`config.mk`:
```
export PLATFORM = sky130hd
export DESIGN_NAME = hs_clk_lane_fsm
export DESIGN_NICKNAME = d
export VERILOG_FILES = /design/src/rtl/hs_clk_lane_fsm.sv
export SDC_FILE = /design/constraint.sdc
export NUM_CORES = 1
export LEC_CHECK = 0
export ABC_AREA = 1
export ABC_CLOCK_PERIOD_IN_PS = 1350
export CORE_ASPECT_RATIO = 0.9
export CORE_MARGIN = 2
export CORE_UTILIZATION = 47
export CTS_CLUSTER_DIAMETER = 80
export DETAILED_ROUTE_END_ITERATION = 8
export PLACE_DENSITY = 0.74
export SYNTH_ARGS = -nofsm -noshare
export SYNTH_HDL_FRONTEND = slang
export SYNTH_SLANG_ARGS = --single-unit
```
`constraint.sdc`:
```
create_clock -name clk -period 1.35 [get_ports clk]
set_clock_uncertainty 0.1 [all_clocks]
set_input_delay 0.2025 -clock clk [delete_from_list [all_inputs] [get_ports clk]]
set_output_delay 0.2025 -clock clk [all_outputs]
set_load 0.005 [all_outputs]
```
`src/rtl/hs_clk_lane_fsm.sv`:
```
// D-PHY HS clock-lane controller with an integrated interval timer.
// It sequences LP-11 -> HS clock -> LP-11 and drives the LP levels and the HS enables.
module hs_clk_lane_fsm #(
   parameter int CNT_W     = 6,
   parameter int T_LPX     = 5,
   parameter int T_PREPARE = 4,
   parameter int T_ZERO    = 27,
   parameter int T_PRE     = 2,
   parameter int T_POST    = 6,
   parameter int T_TRAIL   = 6,
   parameter int T_HS_EXIT = 10
) (
   input  logic       clk,
   input  logic       rst,
   input  logic       hs_enable,
   input  logic       hs_req,
   input  logic       cont_mode,
   input  logic       data_idle,
   output logic       lp_dp,
   output logic       lp_dn,
   output logic       hs_tx_en,
   output logic       hs_clk_gate,
   output logic       clk_ready,
   output logic       busy,
   output logic [3:0] state_o
);

   typedef enum logic [3:0] {
      S_IDLE    = 4'd0,
      S_LPX     = 4'd1,
      S_PREPARE = 4'd2,
      S_ZERO    = 4'd3,
      S_PRE     = 4'd4,
      S_ACTIVE  = 4'd5,
      S_POST    = 4'd6,
      S_TRAIL   = 4'd7,
      S_EXIT    = 4'd8
   } state_t;

   // Counter load values: a state loaded with T-1 is occupied exactly T cycles.
   localparam logic [CNT_W-1:0] LD_LPX     = CNT_W'(T_LPX - 1);
   localparam logic [CNT_W-1:0] LD_PREPARE = CNT_W'(T_PREPARE - 1);
   localparam logic [CNT_W-1:0] LD_ZERO    = CNT_W'(T_ZERO - 1);
   localparam logic [CNT_W-1:0] LD_PRE     = CNT_W'(T_PRE - 1);
   localparam logic [CNT_W-1:0] LD_POST    = CNT_W'(T_POST - 1);
   localparam logic [CNT_W-1:0] LD_TRAIL   = CNT_W'(T_TRAIL - 1);
   localparam logic [CNT_W-1:0] LD_EXIT    = CNT_W'(T_HS_EXIT - 1);

   state_t           state;
   state_t           nxt;
   logic [CNT_W-1:0] cnt;
   logic [CNT_W-1:0] nxt_cnt;
   logic             cont_latched;
   logic             cnt_done;
   logic             stop_req;

   // {lp_dp, lp_dn, hs_tx_en, hs_clk_gate, clk_ready, busy}
   function automatic logic [5:0] decode(input state_t s);
      case (s)
         S_IDLE:    decode = 6'b110000;
         S_LPX:     decode = 6'b010001;
         S_PREPARE: decode = 6'b000001;
         S_ZERO:    decode = 6'b001001;
         S_PRE:     decode = 6'b001101;
         S_ACTIVE:  decode = 6'b001111;
         S_POST:    decode = 6'b001101;
         S_TRAIL:   decode = 6'b001001;
         S_EXIT:    decode = 6'b110001;
         default:   decode = 6'b110000;
      endcase
   endfunction

   assign cnt_done = (cnt == '0);
   // hs_enable low overrides continuous mode; data_idle gating is applied in ACTIVE.
   assign stop_req = !hs_enable || (!hs_req && !cont_latched);

   always_comb begin
      nxt     = state;
      nxt_cnt = cnt - CNT_W'(1);
      case (state)
         S_IDLE: begin
            nxt_cnt = '0;
            if (hs_enable && hs_req) begin
               nxt     = S_LPX;
               nxt_cnt = LD_LPX;
            end
         end
         S_LPX:     if (cnt_done) begin nxt = S_PREPARE; nxt_cnt = LD_PREPARE; end
         S_PREPARE: if (cnt_done) begin nxt = S_ZERO;    nxt_cnt = LD_ZERO;    end
         S_ZERO:    if (cnt_done) begin nxt = S_PRE;     nxt_cnt = LD_PRE;     end
         S_PRE:     if (cnt_done) begin nxt = S_ACTIVE;  nxt_cnt = '0;         end
         S_ACTIVE: begin
            nxt_cnt = '0;
            if (data_idle && stop_req) begin
               nxt     = S_POST;
               nxt_cnt = LD_POST;
            end
         end
         S_POST:    if (cnt_done) begin nxt = S_TRAIL;   nxt_cnt = LD_TRAIL;   end
         S_TRAIL:   if (cnt_done) begin nxt = S_EXIT;    nxt_cnt = LD_EXIT;    end
         S_EXIT:    if (cnt_done) begin nxt = S_IDLE;    nxt_cnt = '0;         end
         default: begin
            nxt     = S_IDLE;
            nxt_cnt = '0;
         end
      endcase
   end

   always_ff @(posedge clk or negedge rst) begin
      if (!rst) begin
         state        <= S_IDLE;
         cnt          <= '0;
         cont_latched <= 1'b0;
         {lp_dp, lp_dn, hs_tx_en, hs_clk_gate, clk_ready, busy} <= 6'b110000;
      end else begin
         state <= nxt;
         cnt   <= nxt_cnt;
         if (state == S_IDLE && nxt == S_LPX)
            cont_latched <= cont_mode;
         {lp_dp, lp_dn, hs_tx_en, hs_clk_gate, clk_ready, busy} <= decode(nxt);
      end
   end

   assign state_o = state;

endmodule

```
; After elaboration in Yosys (flattened, before gate mapping)
; Memory sizes are Yosys's and may differ from the RTL's. A register that Yosys moved wholly into a read port is not among the register bits.
; Cells that the tools add are included.
[word_totals]
register_bits = 11
rom_bits = 96
out_inout_bits = 10
word_cells = 45
memories = 1
[op_classes]
add_sub_neg = 1
eq_ne = 9
n_mux = 19
n_reduce_logical = 12
[memory_table]
columns = name, depth, width, rd, rd_ports_with_merged_regs, wr, line_no
row1 = (name not given), 16, 6, 1, 1, 0, 59  ; case (s)
[op_table]
columns = op, count
row1 = case mux 6 bit (8 select lines), 1
row2 = 2-to-1 mux 4 bit, 9
row3 = 2-to-1 mux 6 bit, 6
row4 = case mux 4 bit (9 select lines), 1
row5 = "== test 4 x 3 -> 1 bit, second input constant", 4
row6 = "== test 4 x 1 -> 1 bit, second input constant", 2
row7 = "== test 4 x 2 -> 1 bit, second input constant", 2
row8 = logical NOT 6 bit, 1
row9 = 2-to-1 mux 3 bit, 2
row10 = "subtractor 6 x 1 -> 6 bit, second input constant", 1
row11 = "== test 4 bit, second input constant", 1
row12 = logical AND 1 bit, 4
row13 = logical NOT 1 bit, 4
row14 = logical NOT 4 bit, 1
row15 = OR reduction 2 bit, 1
row16 = logical OR 1 bit, 1

; Longest topological paths before layout
; Gate-level depths: netlist (run 1).
[depth]
depth_word = 8
depth_mapped = 9

; Least setup slack after synthesis (run 1)
; OpenSTA, ideal clock, no wires.
[synth_path]
path_kind = reg2reg
start = reg cnt[0]
end = reg hs_tx_en
arrival_ns = 1.179
path_slack_ns = -0.062
path_stages_with_launch = 8
n_path_buf = 0
period_less_slack_ns = 1.412
path_cell_list = dfrtp_1 inv_1 ha_1 nand3_4 nand2_4 nand3_2 a21oi_1 o21ai_0
[synth_between]
elab_chain_cells = 3
[synth_lines]
columns = element, line_no
row1 = start: declaration, 51  ; logic [CNT_W-1:0] cnt;
row2 = start signal: assignment, 117  ; cnt <= nxt_cnt;
row3 = logical NOT 6 bit *, 73  ; assign cnt_done = (cnt == '0);
row4 = 2-to-1 mux 4 bit (tied with other cells), 101  ; S_EXIT: if (cnt_done) begin nxt = S_IDLE; nxt_cnt = '0; end
row5 = case mux 4 bit (9 select lines) *, 80  ; case (state)
row6 = end: declaration, 21  ; output logic hs_tx_en,
; Every way passes the cells marked *; elsewhere a longest branch is shown, timed or not.
; A chain may end at the register's enable or synchronous reset.

; Worst setup path after layout (run 1)
[layout_path]
start = reg state[0], in the netlist state_o[0]
end = reg hs_clk_gate
[layout_between]
elab_chain_cells = 2
[layout_lines]
columns = element, line_no
row1 = start: declaration, 49  ; state_t state;
row2 = start signal: assignment, 116  ; state <= nxt;
row3 = == test 4 bit (tied with other cells), 80
row4 = case mux 4 bit (9 select lines) *, 80
row5 = via nxt[1], 50  ; state_t nxt;
row6 = end: declaration, 22  ; output logic hs_clk_gate,
; Mark *: on every way through the listed nets, which the timed path passes. The rest lies on a longest branch.

==> results of run 1 <==
-- layout make-up --
type	instances	area, µm²	share of cell area (%)
repair buffers	56	469.2	26.37
clock buffers	3	22.52	1.266
multi-input cells	101	739.5	41.56
inverters	20	75.07	4.219
well taps	27	33.78	1.899
flip-flops and latches	17	434.2	24.40
clock inverters	1	5.005	0.2813
-- worst reg2reg max path, cell delays in order (launching register included) --
cell and delay, ns:
dfrtp_2 0.42, buf_6 0.13, buf_4 0.13, nand2_2 0.09, nor2_2 0.06, nand2_2 0.10
nand2_1 0.08, nor2_1 0.17, nand2_2 0.12, a21oi_2 0.14
-- metrics by stage --
step / setup TNS [ns] / area, µm²
6_report: -2.880 / 1779
5_1_grt: -4.022 / 1779
4_1_cts: -1.675 / 1673
3_5_place_dp: -2.603 / 1409
3_3_place_gp: -2.214 / 1409
2_1_floorplan: -0.1863 / 1082
-- worst max-delay path by stage --
| stage | startpoint | endpoint | depth (start not counted) |
|---|---|---|---|
| CTS | cnt[0] | clk_ready | 8 |
| global route | state_o[1] | clk_ready | 8 |
| finish | state_o[0] | hs_clk_gate | 9 |
| floorplan | cnt[0] | busy | 7 |
| detailed placement | cnt[0] | clk_ready | 8 |
| global placement | hs_enable | hs_clk_gate | 9 |
-- power breakdown --
group	internal, mW	switching, mW
Clock	0.111	0.183
Sequential	0.728	0.127
Combinational	1.52	1.75
Total	2.36	2.06
-- repair_timing --
action,4_1_cts,5_1_grt
resized for setup,52,25
gates cloned,1,0
setup endpoints to repair,27,21
setup buffers,17,5
pin swaps,22,17
endpoints found under the hold margin,0,0
-- synth_stat cells --
library cell / count / area, µm²
nand2_1: 29 / 108.9
dfrtp_1: 15 / 375.4
inv_1: 15 / 56.30
nor2_1: 14 / 52.55
nand3_1: 9 / 45.04
a21oi_1: 7 / 35.03
nor2_2: 6 / 37.54
inv_2: 5 / 18.77
nand2_2: 5 / 31.28
o21ai_0: 5 / 25.02
nand4_1: 3 / 18.77
nor2_4: 3 / 33.78
o21bai_1: 3 / 22.52
a31oi_1: 2 / 12.51
dfstp_2: 2 / 52.55
ha_1: 2 / 25.02
nand2_4: 2 / 22.52
o21ai_1: 2 / 10.01
a21oi_4: 1 / 16.27
buf_2: 1 / 5.000
mux2_2: 1 / 11.26
nand2b_1: 1 / 6.260
nand3_2: 1 / 10.01
nand3_4: 1 / 17.52
nand3b_1: 1 / 7.510
o211ai_1: 1 / 7.510
xor2_1: 1 / 8.760
-- routing by layer --
layer / track usage [%] / wire length, µm / up-vias
met5: 0 / 0 / -
met4: 15.42 / 195 / 0
met3: 4.908 / 109 / 23
met2: 47.99 / 1938 / 44
met1: 31.89 / 1409 / 588
li1: - / - / 565
-- logic make-up (layout without fill, tap and decap cells) --
group | Yosys count | count (layout) | synth area share [%]
compound gates | 21 | 21 | 12.00
xor+xnor | 1 | 1 | 0.8160
buf+inv | 21 | 80 | 7.459
simple gates | 75 | 76 | 36.48
flops | 17 | 17 | 39.86
fa+ha+maj | 2 | 2 | 2.331
mux | 1 | 1 | 1.049
-- registers in the layout (all words and copies together) (netlist names) --
signal,count
hs_tx_en,1
cont_latched,1
busy,1
cnt,6
lp_dp,1
state_o,4
hs_clk_gate,1
lp_dn,1
clk_ready,1
==> metrics.md, run 1 <==
| Metric | Value |
|---|---|
| Power per cell area | `2482 nW/µm²` |
| Crit path max fanout | `5` |
| First-pass GRT wire length | `5.375 mm` |
| Final Util | `82.29%` |
| Post-Layout Cell Count | `225` |
| Port Buffers | `15` |
| CTS tree | `yes` |
| Initial core utilization | `49.65%` |
| Clk buf depth | `2` |
| Filler cells | `130` |
| Core ar. | `2162 µm²` |
| Clock latency on the worst-skew pair | `0.31 ns` |
| MaxCap Viol Count | `0` |
| DIE HEIGHT | `49.34 µm` |
| Detailed placer's ending HPWL | `2.014 mm` |
| Largest net degree at the start of global routing | `18` |
| Crit path buffers/inverters | `2` |
| Worst-Margin Slew | `0.2758 ns` |
| Tmin final | `1.617 ns` |
| Die W | `54.38 µm` |
| Area of the mapped netlist | `1074 µm²` |
| Final Hold Violating Endpoints | `0` |
| Most frequent cells in the layout | `34 x buf_4, 21 x nand2_1, 11 x nand2_2` |
| Hold_ws | `0.09611 ns` |
| CP Launch Type | `flip-flop` |
| Post-Syn Nets | `146` |
| Cts bufs inserted | `3` |
| CP arrival | `1.76 ns` |
| Achievable clock frequency | `0.6185 GHz` |
| Hold buffer count at CTS | `0` |
| Vias post-DR | `1220` |
| Kind of critical path | `reg2reg` |
| Power Total | `4.417 mW` |
| WP data required | `1.49 ns` |
| Final #Nets | `207` |
| # IOs | `16` |
| Synth-to-Final Area Change | `65.73%` |
| Root Driver | `clkbuf_4` |
| Largest delay share family, worst path | `simple AND/OR/NAND/NOR gates` |
| RSZ-0062 raised after global routing | `yes` |
| FF-to-FF setup slack | `-0.27 ns` |
| Setup ws final | `-0.2667 ns` |
| Maximum VDD drop | `1.536 mV` |
| Final Max Slew Viols | `0` |
| Sequential area share after synthesis | `39.86%` |
| Post-route antenna net violation count | `0` |
| TritonRoute pass-1 iters | `4` |
| Total congestion overflow | `0` |
| Antenna cells | `0` |
| Via density | `5.422` |
| Mapped Cells | `138` |
| Vias in the first global route | `1246` |
| CP most frequent cell | `nand2_2` |
| Reg2Reg Depth | `9` |
| Worst path max stage delay | `0.42 ns` |
| Failing checks | `negative setup slack` |
| Final weighted congestion in routability-driven placement | `0.8570` |
| Leading cell type in the layout, fill and taps excluded | `buf_4` |
| Count of cell types in the netlist | `27` |
| Detailed-route wire length | `3.652 mm` |
| Post-place setup slack | `-0.2588 ns` |
| CTS clk-pin slew, worst paths | `0.11 ns` |
| Number of DRC markers in iteration 0 | `49` |
| Layout cell share with drive strength beyond 1 | `57.58%` |
| Yosys synthesis warning count | `0` |
| Antenna violations before repair | `0` |
| Drt drc | `0` |
| Flops & latches, synth | `17` |
| Avg Inst Size Synth | `7.779 µm²` |
| Slowest cell on the critical path | `dfrtp_2` |
| Post-DR wirelength/cell | `16.23 µm` |
| Worst setup EP type | `flip-flop` |
| Status | `complete, but fails checks` |
| Total track usage | `28.13%` |
| Leak | `0.9199 nW` |
| Fin crit share | `119.8%` |
| R2R Path End | `hs_clk_gate` |
| Slew headroom | `81.55%` |
| FF-to-FF Start | `state_o[0]` |
| Worst-path cell chain | `buf_6 > buf_4 > nand2_2 > nor2_2 > nand2_2 > nand2_1 > nor2_1 > nand2_2 > a21oi_2` |
| Die area | `2683 µm²` |
| Clk sinks | `17` |
| H-tree Lvls | `1` |
| Worst min path class | `in2async` |
| # rows | `16` |
| Inst Count DP | `199` |
| Final setup vio count | `18` |
Note: power is estimated with default switching activity, not from simulation.
==> run 2, diff against run 1 <==
Settings changed: CORE_UTILIZATION 47 to 40, PLACE_DENSITY 0.74 to unset.
==> run 2 against run 1 <==
The flow still finishes with violations (negative setup slack). Final cell count is 0.89% higher. Worst setup slack better by 0.069 ns. Non-clock buffer count is 1 higher. Die area is 16% higher. Power is 3.5% lower. Register-to-register slack better by 0.07 ns. Sequential share of layout area is 0.14 points higher. Sequential cell count stayed put. Largest cell class unchanged. Largest power group unchanged. Count of clock-buffer cells in the layout stayed put. Routed wire length is 20% lower.
==> metrics.md, run 2 (synthesis gave the netlist of run 1 again) <==
| Metric | Value |
|---|---|
| Post-route antenna net violation count | `0` |
| Final #Nets | `208` |
| H-tree Lvls | `1` |
| CTS tree | `yes` |
| Setup ws final | `-0.1972 ns` |
| Leak | `0.9277 nW` |
| Post-DR wirelength/cell | `12.92 µm` |
| Crit path max fanout | `6` |
| Die W | `58.61 µm` |
| Hold_ws | `0.09880 ns` |
| Worst min path class | `in2async` |
| Cts bufs inserted | `3` |
| Clk buf depth | `2` |
| Final Hold Violating Endpoints | `0` |
| Worst setup EP type | `flip-flop` |
| Worst path max stage delay | `0.41 ns` |
| Fin crit share | `114.6%` |
| Vias in the first global route | `1148` |
| Kind of critical path | `reg2reg` |
| Synth-to-Final Area Change | `64.34%` |
| Final weighted congestion in routability-driven placement | `0.8432` |
| RSZ-0062 raised after global routing | `yes` |
| TritonRoute pass-1 iters | `4` |
| Clock latency on the worst-skew pair | `0.30 ns` |
| Worst-Margin Slew | `0.2168 ns` |
| Achievable clock frequency | `0.6463 GHz` |
| MaxCap Viol Count | `0` |
| Clk sinks | `17` |
| First-pass GRT wire length | `4.968 mm` |
| Final setup vio count | `18` |
| Inst Count DP | `207` |
| Hold buffer count at CTS | `0` |
| Drt drc | `0` |
| Via density | `4.881` |
| Number of DRC markers in iteration 0 | `42` |
| Final Max Slew Viols | `0` |
| Leading cell type in the layout, fill and taps excluded | `buf_4` |
| CP Launch Type | `flip-flop` |
| Antenna violations before repair | `0` |
| Power per cell area | `2416 nW/µm²` |
| Layout cell share with drive strength beyond 1 | `53.77%` |
| Worst-path cell chain | `inv_2 > ha_4 > nand3_4 > nand2_4 > nand2_4 > a21oi_4 > inv_2 > nor2_2` |
| Die area | `3115 µm²` |
| Total congestion overflow | `0` |
| DIE HEIGHT | `53.15 µm` |
| Total track usage | `22.00%` |
| Maximum VDD drop | `1.176 mV` |
| Register with the most flip-flops | `cnt` |
| Tmin final | `1.547 ns` |
| Most frequent cells in the layout | `35 x buf_4, 26 x nand2_1, 11 x inv_2, 11 x dfrtp_1` |
| Slew headroom | `85.55%` |
| Status | `complete, but fails checks` |
| Post-Layout Cell Count | `227` |
| Initial core utilization | `42.77%` |
| Max reg flops | `6` |
| Vias post-DR | `1108` |
| Failing checks | `negative setup slack` |
| Slowest cell on the critical path | `dfrtp_1` |
| CP arrival | `1.69 ns` |
| WP data required | `1.49 ns` |
| Detailed-route wire length | `2.932 mm` |
| Core ar. | `2510 µm²` |
| Antenna cells | `0` |
| Largest net degree at the start of global routing | `18` |
| # IOs | `16` |
| Detailed placer's ending HPWL | `1.957 mm` |
| Port Buffers | `15` |
| CTS clk-pin slew, worst paths | `0.12 ns` |
| # rows | `17` |
| Root Driver | `clkbuf_4` |
run 2: final cells by class:
type	instances	area, µm²
multi-input combinational	101	709.4
sequential	17	432.9
clock inverter	1	5.005
inverter	20	75.07
clock buffer	3	22.52
tap	28	35.03
fill	215	745.7
timing repair buffer	57	484.2
run 2: final timing paths:
kind,start,endpoint,slack [ns],cells past startpoint
worst max register to register,cnt[0],lp_dp,-0.20,8
worst min register to register,cont_latched,cont_latched,0.42,1
min in group clk,cont_mode,cont_latched,0.40,2
worst min-delay path,rst,cnt[3],0.1,2
worst max-delay path,cnt[0],lp_dp,-0.20,8
max in group asynchronous,rst,lp_dn,0.78,2
run 2: where the power goes:
part	switching, mW	internal, mW	leakage (nW)	total [mW]
registers	0.108	0.725	0.211	0.833
clock network	0.180	0.110	0.0177	0.290
logic	1.58	1.56	0.699	3.14
total	1.87	2.39	0.928	4.26
run 2: repair_timing:
item | 4_1_cts | 5_1_grt
gates resized for setup | 44 | 26
endpoints found under the setup margin | 27 | 20
cloned | 1 | 0
pin swaps | 13 | 13
setup buffers | 13 | 4
run 2: worst max-delay path, delay by kind of cell, from the launching register on:
family,cells,cell delay (ns)
buffers and inverters,2,0.16
and+or+nand+nor,4,0.46
adders and majority gates,1,0.16
AOI/OAI and AO/OA,1,0.20
DFF,1,0.41
run 2: routing by layer:
metal	up-vias	track usage [%]	wire [µm]
met5	-	0	0
met4	0	9.091	40
met3	4	2.200	65
met2	17	41.01	1543
met1	516	25.68	1282
li1	571	-	-
run 2: through the flow:
step	setup TNS (ns)	area (µm²)	util (%)	power [mW]	worst slack, ns
2_1_floorplan	-0.1863	1082	-	2.214	-0.04424
3_3_place_gp	-2.342	1463	58.28	3.130	-0.2059
3_5_place_dp	-2.515	1463	58.28	3.154	-0.2555
4_1_cts	-1.994	1695	67.55	4.027	-0.1660
5_1_grt	-3.920	1764	70.29	4.621	-0.2888
6_report	-2.455	1764	70.29	4.262	-0.1972
